<file path="config.mk">
export PLATFORM = sky130hd
export DESIGN_NAME = ara_pe_req_broadcaster
export DESIGN_NICKNAME = d
export VERILOG_FILES = /design/src/rtl/ara_pe_req_broadcaster.sv
export SDC_FILE = /design/constraint.sdc
export NUM_CORES = 1
export LEC_CHECK = 0
export CORE_MARGIN = 2
export CORE_UTILIZATION = 43
export CTS_CLUSTER_DIAMETER = 30
export DETAILED_ROUTE_END_ITERATION = 8
export HOLD_SLACK_MARGIN = 0.12
export PLACE_DENSITY = 0.81
export SLEW_MARGIN = 20
export SYNTH_ARGS = -nofsm -noshare
export SYNTH_HDL_FRONTEND = slang
export SYNTH_SLANG_ARGS = --single-unit
export TNS_END_PERCENT = 1
</file>
<file path="constraint.sdc">
create_clock -name clk_i -period 5.32 [get_ports clk_i]
set_input_delay 0.532 -clock clk_i [delete_from_list [all_inputs] [get_ports clk_i]]
set_output_delay 0.532 -clock clk_i [all_outputs]
set_load 0.03 [all_outputs]
</file>
<file path="src/rtl/ara_pe_req_broadcaster.sv">
// Holds one sequencer PE request and offers it to every PE independently,
// refreshing its hazard/running masks until each PE has taken it once.
module ara_pe_req_broadcaster #(
  parameter int unsigned NrLanes       = 1,
  parameter int unsigned NrPEs         = NrLanes + 4,
  parameter int unsigned StallCntWidth = 16,
  parameter int unsigned NrVInsn       = 8,
  parameter type pe_req_t = struct packed {
    logic [7:0]         op;
    logic [15:0]        vl;
    logic [NrVInsn-1:0] vinsn_running;
    logic [NrVInsn-1:0] hazard_vs1;
    logic [NrVInsn-1:0] hazard_vs2;
    logic [NrVInsn-1:0] hazard_vd;
    logic [NrVInsn-1:0] hazard_vm;
  }
) (
  input  logic                     clk_i,
  input  logic                     rst_i,
  input  pe_req_t                  pe_req_i,
  input  logic                     pe_req_valid_i,
  output logic                     pe_req_ready_o,
  input  logic [NrVInsn-1:0]       vinsn_running_i,
  output pe_req_t                  pe_req_o,
  output logic [NrPEs-1:0]         pe_req_valid_o,
  input  logic [NrPEs-1:0]         pe_req_ready_i,
  output logic                     busy_o,
  output logic [StallCntWidth-1:0] stall_cnt_o
);

  // Handshakes: a transfer happens on any edge where valid and ready are both
  // high. Upstream ready never depends on pe_req_valid_i; each PE bit is
  // offered until that PE accepts once, then stays low until the next capture.

  typedef enum logic {IDLE, BCAST} state_e;

  localparam logic [StallCntWidth-1:0] CntOne = 1;

  state_e                   state_q, state_d;
  logic [NrPEs-1:0]         acc_q, acc_d;
  pe_req_t                  req_q, req_d;
  logic [StallCntWidth-1:0] cnt_q, cnt_d;

  logic [NrPEs-1:0] accept;
  logic             all_done;
  logic             capture;

  always_comb begin
    state_d        = state_q;
    acc_d          = acc_q;
    req_d          = req_q;
    cnt_d          = cnt_q;
    pe_req_valid_o = '0;
    all_done       = 1'b0;

    if (state_q == BCAST) begin
      pe_req_valid_o = ~acc_q;
    end
    accept = pe_req_valid_o & pe_req_ready_i;
    if (state_q == BCAST) begin
      all_done = &(acc_q | accept);
    end

    pe_req_ready_o = !rst_i && ((state_q == IDLE) || all_done);
    capture        = pe_req_valid_i && pe_req_ready_o;

    if (state_q == BCAST) begin
      acc_d                = acc_q | accept;
      // Hazards can only retire while held; masking keeps them monotonic.
      req_d.vinsn_running  = vinsn_running_i;
      req_d.hazard_vs1     = req_q.hazard_vs1 & vinsn_running_i;
      req_d.hazard_vs2     = req_q.hazard_vs2 & vinsn_running_i;
      req_d.hazard_vd      = req_q.hazard_vd  & vinsn_running_i;
      req_d.hazard_vm      = req_q.hazard_vm  & vinsn_running_i;
      if (!all_done && !(&cnt_q)) begin
        cnt_d = cnt_q + CntOne;
      end
      if (all_done) begin
        state_d = IDLE;
      end
    end

    if (capture) begin
      req_d   = pe_req_i;
      acc_d   = '0;
      cnt_d   = '0;
      state_d = BCAST;
    end
  end

  always_ff @(posedge clk_i) begin
    if (rst_i) begin
      state_q <= IDLE;
      acc_q   <= '0;
      req_q   <= '0;
      cnt_q   <= '0;
    end else begin
      state_q <= state_d;
      acc_q   <= acc_d;
      req_q   <= req_d;
      cnt_q   <= cnt_d;
    end
  end

  assign pe_req_o    = req_q;
  assign busy_o      = (state_q == BCAST);
  assign stall_cnt_o = cnt_q;

endmodule

</file>
==> results of run 1 <==
final cells by class:
cell class / instances / area [sq um]
clock buffer: 13 / 158.9
clock inverter: 3 / 42.54
fill: 642 / 2387
inverter: 1 / 3.754
multi-input combinational: 296 / 1559
sequential: 86 / 1722
tap: 102 / 127.6
timing repair buffer: 170 / 1687
worst max path at each step:
stage,endpoint,cells after the start,from
floorplan,pe_req_ready_o,4,busy_o
global placement,pe_req_ready_o,6,pe_req_ready_i[1]
detailed placement,pe_req_ready_o,6,pe_req_ready_i[1]
CTS,pe_req_ready_o,6,pe_req_ready_i[1]
global route,pe_req_ready_o,6,pe_req_ready_i[1]
finish,pe_req_ready_o,6,pe_req_ready_i[1]
flip-flops by register name, summed over array words and instances, names as in the netlist:
register     flops
busy_o           1
acc_q            5
pe_req_o        64
stall_cnt_o     16
worst register-to-register path, stage by stage (launching register included):
cell and delay [ps]:
dfxtp_1 380, o22ai_2 110, o31ai_1 250, buf_4 230
and2_2 860, nand2_1 180, a21oi_1 200
cell usage in the layout, fill, tap and decap left out, drive strengths merged, types with 4 or more instances in the layout:
master         Yosys  layout
clkdlybuf4s50      0     165
dfxtp             86      86
nand2             86      86
a21oi             68      68
nand3             39      39
nor2              23      23
clkbuf            20      13
nand2b             9       9
a211oi             9       9
mux2i              8       8
xnor2              7       7
o21ai              6       6
nand4              5       5
nor3               5       5
buf                7       5
nor2b              4       4
or3                4       4
metrics by stage:
stage	cell area (sq um)	total power [mW]	utilization (%)	worst slack, ps	std cells
finish	5300	1.454	68.95	2340	671
global route	5300	1.515	68.95	2242	671
CTS	5300	1.464	68.95	2351	671
detailed placement	5099	1.007	66.32	2365	655
global placement	5099	1.002	66.32	2391	655
floorplan	3391	0.8576	-	3056	410
logic make-up (layout without fill, tap and decap cells):
logic type | after synthesis | count (layout) | share of synthesized area [%]
AOI/OAI and AO/OA | 91 | 91 | 15.20
xor gates and xnor gates | 8 | 8 | 2.067
adders and majority gates | 1 | 1 | 0.3689
buffers and inverters | 28 | 187 | 3.358
DFF | 86 | 86 | 50.77
muxes | 8 | 8 | 2.362
and+or+nand+nor | 188 | 188 | 25.87
layer usage:
layer | share of wire [%] | up-vias | wire length (um)
met5 | 0 | - | 0
met4 | 1.9 | 0 | 200
met1 | 42 | 1640 | 4391
met3 | 7.3 | 14 | 760
met2 | 49 | 134 | 5051
li1 | - | 1725 | -
power by group:
group / total [mW] / leakage, nW / internal, mW / switching, mW
logic: 0.299 / 1.05 / 0.138 / 0.161
registers: 0.693 / 0.704 / 0.676 / 0.0176
clock network: 0.462 / 0.0996 / 0.243 / 0.219
total: 1.45 / 1.86 / 1.06 / 0.398
==> reports/metrics.yaml, run 1 <==
floorplan:
  initial_core_util_pct: 44.11
  pin_count: 167
  num_rows: 32
  die-area_sq_um: 8612
  core_sq_um: 7687
  die_x_um: 92.80
  die_h_um: 92.80
drt:
  drt_iter0_drc: 156
  vias: 3513
  wirelength_um: 10400
  viasPerCell: 5.235
  wire_per_inst_um: 15.50
  drc: 0
  antenna_left: 0
  drt-pass1-iter-count: 4
setup_path:
  reg2regPathDepth: 6
  max_stage_delay_ps: 680
  critical_path.slowest_cell: "clkdlybuf4s50_1"
  critical_path_required_ps: 4790
  crit_family: "buffers and inverters"
  path_buf_inv: 3
  timing.rr.end: "pe_req_o[14]"
  worst_path_most_repeated_cell: "clkdlybuf4s50_1"
  cp_max_fo: 12
  crit_type: "in -> out"
  startpoint_type: "input port"
  endpoint_kind: "output port"
  r2r_slack_ps: 3020
  cp_data_arrival_time_ps: 2450
  reg2reg_from: "acc_q[1]"
  crit_chain: "clkdlybuf4s50_1 -> o22ai_2 -> o31ai_1 -> buf_4 -> nor2b_1 -> clkdlybuf4s50_1"
grt:
  busiest_layer: "met2"
  grt_pass1_wl_um: 16380
  grt_pass1_vias: 3286
  grt_max_degree: 73
  use_met2_pct: 39.37
  gr-total-overflow: 0
  grt_util_met3_pct: 5.777
  grt_util_met1_pct: 29.32
  antenna_found_initial: 0
  track_usage_pct: 23.69
clock_tree:
  clock_latency_ps: 340
  post_cts_resized: 0
  postCtsHoldBufs: 0
  cts_setup_buffers: 0
  clkSinkCount: 86
  root_buffer: "clkbuf_8"
  clk_pin_slew_ps: 70
  htreeDepth: 3
  clockBufferDepth: 2
  cts_made_buffers: 9
  cts_tree: "built"
synthesis:
  synthCells: 410
  syn_nets: 491
  synth.distinct_cells: 37
  yosysTopAreaCell: "dfxtp_1"
  async_reset_ff_share_pct: 0
  synth.top_cell.area_share_pct: 50.77
  synth_edf_count: 0
  syn_area_per_cell_sq_um: 8.270
  synth_ff_type: "dfxtp_1"
  ys_seq_area_share_pct: 50.77
  yosys_register_bits: 86
  ys_warn_count: 0
  ys_top_cells_by_count: "dfxtp_1 (86), nand2_1 (86), a21oi_1 (67)"
  synth_top_cells_by_area: "dfxtp_1 (51%), a21oi_1 (9.9%), nand2_1 (9.5%)"
  synthesis.area_sq_um: 3391
timing:
  relSlewSlack_pct: 31.11
  holdWs_ps: 453.9
  setup_viol: 0
  rsz0062_at_grt: "false"
  period_needed_ps: 2980
  tns_ps: 0
  fin_worst_skew_ps: 10.65
  slew_violations: 0
  hold_viol: 0
  period_share_pct: 56.02
  tightestPinTransition_ps: 1033
  fmax_mhz: 335.6
status:
  status: "completed"
run:
  maxCapViolations: 0
worst_hold_path:
  hp-class: "reg -> reg"
  worstHoldStart: "pe_req_o[48]"
  worst_hold_path.endpoint: "pe_req_o[48]"
  holdPathStages: 2
finish:
  nets: 645
  area_delta_synth_final_pct: 56.31
  drive_gt1_share_pct: 4.921
  n_antenna_cell: 0
power_and_ir_drop:
  vdd_ir_drop_max_uv: 157.6
  p_leak_nw: 1.855
  powerDensity_nw_per_um2: 274.3
placement:
  hpwl_um: 7241
  io_buffers: 166
  gp_congestion: 0.8209
Power figures use the tool's default switching activity.
==> inputs of run 2 (changes only) <==
--- a/config.mk
+++ b/config.mk
@@ -6,11 +6,11 @@
 export NUM_CORES = 1
 export LEC_CHECK = 0
 export CORE_MARGIN = 2
-export CORE_UTILIZATION = 43
+export CORE_UTILIZATION = 40
 export CTS_CLUSTER_DIAMETER = 30
 export DETAILED_ROUTE_END_ITERATION = 8
 export HOLD_SLACK_MARGIN = 0.12
-export PLACE_DENSITY = 0.81
+export PLACE_DENSITY = 0.76
 export SLEW_MARGIN = 20
 export SYNTH_ARGS = -nofsm -noshare
 export SYNTH_HDL_FRONTEND = slang
==> constraint.sdc (replaced) <==
create_clock -name clk_i -period 2.8 [get_ports clk_i]
set_input_delay 0.28 -clock clk_i [delete_from_list [all_inputs] [get_ports clk_i]]
set_output_delay 0.28 -clock clk_i [all_outputs]
set_load 0.03 [all_outputs]
==> reports/metrics.yaml, run 2 (synthesized netlist as in run 1, its figures left out) <==
setup_path:
  reg2reg_from: "busy_o"
  startpoint_type: "flop"
  crit_path_start: "busy_o"
  max_stage_delay_ps: 660
  critical_path_required_ps: 2520
  cp_data_arrival_time_ps: 1900
  critical_path.slowest_cell: "clkdlybuf4s50_1"
  reg2regPathDepth: 6
  endpoint_kind: "output port"
  cp_max_fo: 29
  crit_chain: "buf_4 -> and2b_2 -> clkdlybuf4s50_1"
  endpoint: "pe_req_valid_o[1]"
  r2r_slack_ps: 690
  timing.rr.end: "pe_req_o[28]"
  crit_type: "reg -> out"
timing:
  period_needed_ps: 2184
  holdWs_ps: 456.7
  fin_worst_skew_ps: 14.16
  period_share_pct: 78.00
  slew_violations: 0
  tightestPinTransition_ps: 800.6
  relSlewSlack_pct: 46.18
  worst_slack_ps: 615.9
  fmax_mhz: 457.9
  setup_viol: 0
  rsz0062_at_grt: "false"
  hold_viol: 0
  tns_ps: 0
worst_hold_path:
  hp-class: "reg -> reg"
  worstHoldStart: "pe_req_o[51]"
drt:
  wire_per_inst_um: 15.62
  drt-pass1-iter-count: 4
  met1_length_um: 4401
  wirelength_um: 10570
  route.top_layer_used: "met4"
  drc: 0
  vias: 3494
  wl_met3_um: 981
  antenna_left: 0
  wl_met2_um: 5055
  drt_iter0_drc: 146
  viasPerCell: 5.161
floorplan:
  pin_count: 167
  die_x_um: 96.07
  core_sq_um: 8217
  die_h_um: 96.07
  die-area_sq_um: 9229
  num_rows: 33
  initial_core_util_pct: 41.27
power_and_ir_drop:
  p_leak_nw: 1.875
  power_mw: 2.779
  vdd_ir_drop_max_uv: 364.2
  powerDensity_nw_per_um2: 520.7
finish:
  nets: 648
  drive_gt1_share_pct: 5.594
  largest_reg_flops: 64
  n_antenna_cell: 0
  area_delta_synth_final_pct: 57.38
  multi_input_area_sq_um: 1559
  layout_commonest_cell: "clkdlybuf4s50_1"
  final_cell_mix: "clkdlybuf4s50_1 (164), dfxtp_1 (86), nand2_1 (85)"
  fill_cells: 727
  ff_latch_area_sq_um: 1722
  finalNonFillerCells: 677
placement:
  gp_congestion: 0.8324
  post-place-ws_ps: 331.8
  hpwl_um: 7720
  dp.cells: 661
  io_buffers: 166
clock_tree:
  cts_tree: "built"
  htreeDepth: 3
  clkSinkCount: 86
  post_cts_resized: 0
  clockBufferDepth: 2
  root_buffer: "clkbuf_8"
  clock_latency_ps: 340
  postCtsHoldBufs: 0
  cts_made_buffers: 9
  cts_setup_buffers: 0
  clk_pin_slew_ps: 90
run:
  maxCapViolations: 0
grt:
  grt_pass1_wl_um: 16080
  track_usage_pct: 22.60
  gr-total-overflow: 0
  grt_max_degree: 42
  antenna_found_initial: 0
  grt_pass1_vias: 3232
status:
  status: "completed"
[run 2: changes by cell type in the layout (fill, tap and decap cells not counted), sizes merged]
cell | previous run | this run
buf | 5 | 9
clkdlybuf4s50 | 165 | 164
[run 2: worst min path at each step]
stage	end	slack, ps	cells after the start
floorplan	busy_o	410	2
global placement	pe_req_o[63]	440	2
detailed placement	pe_req_o[51]	450	2
CTS	pe_req_o[51]	460	2
global route	pe_req_o[60]	470	2
finish	pe_req_o[51]	460	2
[run 2: worst max-delay path: cells and delay by family (launching register included)]
kind	cells	cell delay, ps
buf+inv	2	1010
flops	1	350
simple gates	1	200
[run 2: power breakdown]
group          internal (mW)  switching (mW)  leakage [nW]
combinational          0.267           0.307          1.07
sequential              1.28          0.0343         0.704
clock                  0.462           0.426        0.0996
[run 2: metal layers]
metal | GRT usage [%] | vias to the layer above
li1 | - | 1730
met1 | 28.18 | 1620
met2 | 37.50 | 133
met3 | 6.578 | 11
met4 | 7.262 | 0
met5 | 0 | -
[run 2: stage by stage]
| stage | utilization, % | instance area (sq um) |
|---|---|---|
| final | 64.95 | 5336 |
| after global routing | 64.95 | 5336 |
| after CTS | 64.95 | 5336 |
| after detailed placement | 62.49 | 5135 |
| after global placement | 62.49 | 5135 |
| after floorplan | - | 3391 |
[run 2: final cells by class]
cell class	instances	share of cell area [%]
inverters	1	0.07034
well taps	105	2.462
repair buffers	173	32.22
clock buffers	13	2.978
flip-flops and latches	86	32.26
multi-input cells	296	29.21
clock inverters	3	0.7972
